==> config.mk <==
export PLATFORM = sky130hd
export DESIGN_NAME = mc_datapath
export DESIGN_NICKNAME = d
export VERILOG_FILES = /design/src/rtl/mc_datapath.sv
export SDC_FILE = /design/constraint.sdc
export NUM_CORES = 1
export LEC_CHECK = 0
export ABC_AREA = 1
export CORE_AREA = 5 5 255 257
export CTS_CLUSTER_DIAMETER = 200
export CTS_CLUSTER_SIZE = 20
export DETAILED_ROUTE_END_ITERATION = 8
export DIE_AREA = 0 0 260 262
export HOLD_SLACK_MARGIN = 0.05
export PLACE_DENSITY_LB_ADDON = 0.15
export SLEW_MARGIN = 20
export SYNTH_ARGS = -nofsm -noshare
export SYNTH_HDL_FRONTEND = slang
export SYNTH_SLANG_ARGS = --single-unit
==> constraint.sdc <==
create_clock -name clk -period 3.4 [get_ports clk]
set_input_delay 0.51 -clock clk [delete_from_list [all_inputs] [get_ports clk]]
set_output_delay 0.51 -clock clk [all_outputs]
set_load 0.01 [all_outputs]
==> src/rtl/mc_datapath.sv <==
// mc_datapath: multicycle datapath for a 16-bit instruction set with a
// FETCH/DECODE/EXEC/MEM/WB/HALT controller and a 16-entry register file.
module mc_datapath #(
    parameter int WIDTH = 16,
    parameter int NREGS = 16
) (
    input  logic             clk,
    input  logic             reset,
    output logic [WIDTH-1:0] pc,
    input  logic [15:0]      instr,
    input  logic             instr_valid,
    output logic             mem_req,
    output logic             mem_we,
    output logic [WIDTH-1:0] mem_addr,
    output logic [WIDTH-1:0] mem_wdata,
    input  logic [WIDTH-1:0] mem_rdata,
    input  logic             mem_ready,
    output logic             halted,
    output logic [WIDTH-1:0] aluout
);
    generate
        if (NREGS != 16) begin : g_bad_nregs
            $error("mc_datapath: NREGS must be 16");
        end
        if (WIDTH < 16 || WIDTH > 64) begin : g_bad_width
            $error("mc_datapath: WIDTH must be 16..64");
        end
    endgenerate

    localparam logic [3:0] OP_ADD  = 4'h0;
    localparam logic [3:0] OP_SUB  = 4'h1;
    localparam logic [3:0] OP_AND  = 4'h2;
    localparam logic [3:0] OP_OR   = 4'h3;
    localparam logic [3:0] OP_SLT  = 4'h4;
    localparam logic [3:0] OP_ADDI = 4'h5;
    localparam logic [3:0] OP_LW   = 4'h6;
    localparam logic [3:0] OP_SW   = 4'h7;
    localparam logic [3:0] OP_BEQ  = 4'h8;
    localparam logic [3:0] OP_J    = 4'h9;
    localparam logic [3:0] OP_HALT = 4'hF;

    typedef enum logic [2:0] {FETCH, DECODE, EXEC, MEM, WB, HALT} state_t;

    state_t           r_state;
    logic [WIDTH-1:0] r_pc;
    logic [15:0]      r_ir;
    logic [WIDTH-1:0] r_a;
    logic [WIDTH-1:0] r_b;
    logic [WIDTH-1:0] r_alu;
    logic [WIDTH-1:0] r_mdr;
    logic [WIDTH-1:0] r_regs [NREGS];
    logic             r_halted;
    logic             r_mem_req;
    logic             r_mem_we;
    logic [WIDTH-1:0] r_mem_addr;
    logic [WIDTH-1:0] r_mem_wdata;

    logic [3:0]       w_op;
    logic [3:0]       w_rs;
    logic [3:0]       w_rt;
    logic [3:0]       w_rd;
    logic [WIDTH-1:0] w_imm;
    logic [WIDTH-1:0] w_pc1;
    logic [WIDTH-1:0] w_res;
    logic [WIDTH-1:0] w_npc;
    logic             w_rtype;
    logic             w_is_mem;
    logic [3:0]       w_dst;
    logic [WIDTH-1:0] w_wb;
    state_t           w_exec_next;

    assign w_op     = r_ir[15:12];
    assign w_rs     = r_ir[11:8];
    assign w_rt     = r_ir[7:4];
    assign w_rd     = r_ir[3:0];
    assign w_imm    = {{(WIDTH-4){r_ir[3]}}, r_ir[3:0]};
    assign w_pc1    = r_pc + 1'b1;
    assign w_rtype  = w_op <= OP_SLT;
    assign w_is_mem = w_op == OP_LW || w_op == OP_SW;
    assign w_dst    = w_rtype ? w_rd : w_rt;
    assign w_wb     = w_op == OP_LW ? r_mdr : r_alu;

    assign w_res = w_op == OP_ADD ? r_a + r_b :
                   w_op == OP_SUB ? r_a - r_b :
                   w_op == OP_AND ? r_a & r_b :
                   w_op == OP_OR  ? r_a | r_b :
                   w_op == OP_SLT ? {{(WIDTH-1){1'b0}}, $signed(r_a) < $signed(r_b)} :
                   r_a + w_imm;

    assign w_npc = w_op == OP_BEQ  ? (r_a == r_b ? w_pc1 + w_imm : w_pc1) :
                   w_op == OP_J    ? {r_pc[WIDTH-1:12], r_ir[11:0]} :
                   w_op == OP_HALT ? r_pc :
                   w_pc1;

    assign w_exec_next = (w_rtype || w_op == OP_ADDI) ? WB :
                         w_is_mem                     ? MEM :
                         w_op == OP_HALT              ? HALT :
                         FETCH;

    always_ff @(posedge clk) begin
        if (reset) begin
            r_state     <= FETCH;
            r_pc        <= '0;
            r_ir        <= '0;
            r_a         <= '0;
            r_b         <= '0;
            r_alu       <= '0;
            r_mdr       <= '0;
            r_halted    <= 1'b0;
            r_mem_req   <= 1'b0;
            r_mem_we    <= 1'b0;
            r_mem_addr  <= '0;
            r_mem_wdata <= '0;
            for (int i = 0; i < NREGS; i++) r_regs[i] <= '0;
        end else begin
            case (r_state)
                FETCH: begin
                    if (instr_valid) begin
                        r_ir    <= instr;
                        r_state <= DECODE;
                    end
                end
                DECODE: begin
                    r_a     <= r_regs[w_rs];
                    r_b     <= r_regs[w_rt];
                    r_state <= EXEC;
                end
                EXEC: begin
                    r_alu    <= w_res;
                    r_pc     <= w_npc;
                    r_halted <= w_op == OP_HALT;
                    // memory outputs are registered here so they are already stable on the first MEM cycle
                    if (w_is_mem) begin
                        r_mem_req   <= 1'b1;
                        r_mem_we    <= w_op == OP_SW;
                        r_mem_addr  <= w_res;
                        r_mem_wdata <= r_b;
                    end
                    r_state <= w_exec_next;
                end
                MEM: begin
                    if (mem_ready) begin
                        r_mem_req <= 1'b0;
                        r_mem_we  <= 1'b0;
                        r_mdr     <= mem_rdata;
                        r_state   <= w_op == OP_LW ? WB : FETCH;
                    end
                end
                WB: begin
                    if (w_dst != 4'd0) r_regs[w_dst] <= w_wb;
                    r_state <= FETCH;
                end
                HALT: r_state <= HALT;
                default: r_state <= FETCH;
            endcase
        end
    end

    assign pc        = r_pc;
    assign mem_req   = r_mem_req;
    assign mem_we    = r_mem_we;
    assign mem_addr  = r_mem_addr;
    assign mem_wdata = r_mem_wdata;
    assign halted    = r_halted;
    assign aluout    = r_alu;
endmodule
==> qor.yml <==
cp.required_ns: 3.89
p_seq_share_pct: 40.8
rows: 92
slew_violations: 0
route.vias.total: 21900
synthArstFlopShare_pct: 0
synth.most_common_cell: "o21ai_0"
setup_ws_ns: 0.3853
drt_wl_total_microns: 88500
slowest_delay_ns: 0.42
worst_pin_slew_ns: 1.104
die_w_microns: 260
post_cts.repair.setup_buffers: 0
port_buffers: 102
drtIter0Drc: 2328
ys_seq_area_share_pct: 44.24
grt_start_max_net_pins: 100
power.leakage_nw: 10.42
synth_cells: 3046
min_period_over_period_pct: 88.67
tritoncts.num_buffers: 23
worst-path-max-fanout: 5
clock-skew-final_ns: 0.03460
synth_seq_cells: 390
dp_worst_setup_slack_ns: 0.2958
dp_hpwl_microns: 62780
worstSkewPairLatency_ns: 0.60
rsz0062_at_grt: "false"
grt_pass1_vias: 20750
grt_overflow_total: 0
max-slew-margin-rel_pct: 26.39
path_cells: "nand2_1 > nor2_1 > nand4_1 > nor2_1 > nand2_1 > xor2_1 > inv_1 > ha_1 > nand2_1 > nor2_1 > a211oi_1 > nand2_1 > nand2_1 > nand3_1 > a21oi_1 > nor2_1"
cap_violations: 0
hp-class: "flop to flop"
synth_cell_types: 50
cp-start-kind: "flop"
rrSetupSlack_ns: 0.39
synthToLayoutAreaGrowth_pct: 12.27
finalSetupViolCount: 0
cts_hold_buf: 0
syn_area_sq_um: 23440
fillers: 6386
fin_total_pwr_mw: 13.77
routabilityCongestion: 0.9280
fin_nets: 3212
crit_top_cell: "nand2_1"
antenna_found_initial: 0
via_per_inst: 5.545
hold_path_startpoint: "r_mdr[8]"
clkSinkCount: 390
synth_edf_count: 256
fin_setup_tns_ns: 0
reg2reg_depth: 16
r2r-start: "pc[2]"
hold-worst-slack_ns: 0.4534
n_antenna_cell: 0
die_area_sq_um: 68120
grt_pass1_wl_microns: 132100
syn_avg_cell_area_sq_um: 7.696
ys_warn_count: 0
holdPathStages: 2
pwr-share-clk_pct: 21.9
drc: 0
path_clk_slew_ns: 0.10
timing.fmax_ghz: 0.3317
yosysTopAreaCellShare_pct: 32.79
cts_root_buffer: "clkbuf_16"
post_cts_resized: 0
synth_ff_type: "edfxtp_1"
clockBufferDepth: 3
vdd_ir_drop_max_mv: 0.3746
power_density_nw_per_um2: 523.4
place_inst: 3910
fin_crit_ns: 3.015
fin_util_pct: 42.11
setup.worst_path.end_class: "flop"
yosysTopAreaCell: "edfxtp_1"
h-tree-depth: 1
crit_type: "flop to flop"
arrival_ns: 3.50
hold_violations: 0
grtUsageTotal_pct: 25.15
r2r_end: "pc[13]"
critPathSlowestCell: "dfxtp_1"
layout.cells.non_filler: 3950
comb_power_share_pct: 37.3
initial_utilization_pct: 37.50
ios: 103
netlist_top_cells_count: "o21ai_0 (534), nor2_1 (481), nand2_1 (367), inv_1 (327), a21oi_1 (309)"
switchingPower_mw: 5.622
min_to: "r_mdr[8]"
final_cell_area_sq_um: 26320
internal-power_mw: 8.151
swShare_pct: 40.82
synth_area_leaders: "edfxtp_1 (33%), dfxtp_1 (11%), o21ai_0 (11%)"
layout-drive-gt1-share_pct: 6.153
cts_tree: "done"
outcome: "finished clean"
core_sq_um: 62500
firstDrtPassIters: 6
final_antenna_net_count: 0
wl_per_cell_microns: 22.41
die_y_microns: 262
critPathLaunch: "pc[2]"
dpl-instance-area_sq_um: 25650
final cells by class:
cell class / instances / area [sq um] / share of cell area [%]
multi-input combinational: 2143 / 11070 / 42.05
sequential: 390 / 10380 / 39.45
timing repair buffer: 197 / 1892 / 7.188
inverter: 334 / 1256 / 4.773
tap: 846 / 1059 / 4.022
clock buffer: 38 / 631.9 / 2.401
clock inverter: 2 / 31.28 / 0.1189
cell families (layout without fill, tap and decap cells):
logic type	Yosys count	count (layout)	share of synthesized area (%)
adders and majority gates	87	87	4.772
buffers and inverters	528	571	8.903
AOI/OAI and AO/OA	998	998	23.18
and+or+nand+nor	1010	1010	17.70
xor gates and xnor gates	32	32	1.196
other	1	16	0.01600
DFF	390	390	44.24
power groups by stage:
stage                     combinational, mW  clock (mW)  sequential, mW
after detailed placement               5.04           0            5.72
after global routing                   5.60        3.25            5.65
final                                  5.14        3.02            5.62
after floorplan                        3.14           0            5.59
after global placement                 5.05           0            5.71
after CTS                              5.07        3.11            5.61
worst max-delay path, delay by kind of cell, from the launching register on:
family | cells | cell delay [ns]
flops | 1 | 0.42
compound gates | 2 | 0.45
fa+ha+maj | 1 | 0.33
xor+xnor | 1 | 0.28
simple gates | 11 | 1.31
buf+inv | 1 | 0.11
how the worst max path moves through the flow:
stage / slack, ns / cells after the start / end
6_report: 0.39 / 16 / pc[13]
3_5_place_dp: 0.30 / 17 / pc[15]
3_3_place_gp: 0.28 / 17 / pc[15]
4_1_cts: 0.27 / 18 / pc[15]
2_1_floorplan: 0.76 / 17 / pc[15]
5_1_grt: 0.0008 / 16 / pc[13]
per-layer routing:
layer  track usage [%]  wire [microns]  up-vias
met4             5.269            2082        0
met3             3.075            5983      118
met2             41.55           40580      864
met5                 0               0        -
li1                  -               -    10360
met1             35.83           39850    10560
registers in the layout, indices dropped and copies added, names as in the netlist, 16 cells and up:
register,flops
r_mdr,16
mem_wdata,16
aluout,16
r_b,16
r_ir,16
r_regs,256
mem_addr,16
pc,16
r_a,16
placed cells by master, fill, tap and decap left out, drive strengths merged:
| master | instances |
|---|---|
| o21a | 8 |
| conb | 16 |
| nor3 | 17 |
| buf | 96 |
| o21bai | 11 |
| inv | 335 |
| o21ai | 555 |
| o221ai | 2 |
| clkbuf | 38 |
| xnor2 | 9 |
| or2 | 3 |
| nand4 | 12 |
| dfxtp | 134 |
| o22ai | 4 |
| a21o | 4 |
| clkdlybuf4s50 | 101 |
| a31oi | 3 |
| o211ai | 4 |
| fa | 4 |
| edfxtp | 256 |
| o31ai | 3 |
| nor2 | 492 |
| nand3b | 3 |
| a311oi | 1 |
| nand2 | 383 |
| o32ai | 30 |
| ha | 83 |
| nor4 | 1 |
| clkinv | 1 |
| a21oi | 309 |
| nor3b | 2 |
| a221oi | 5 |
| nand3 | 95 |
| a211oi | 57 |
| xor2 | 23 |
| and2 | 2 |
| a21boi | 2 |
Note: power is estimated with default switching activity, not from simulation.
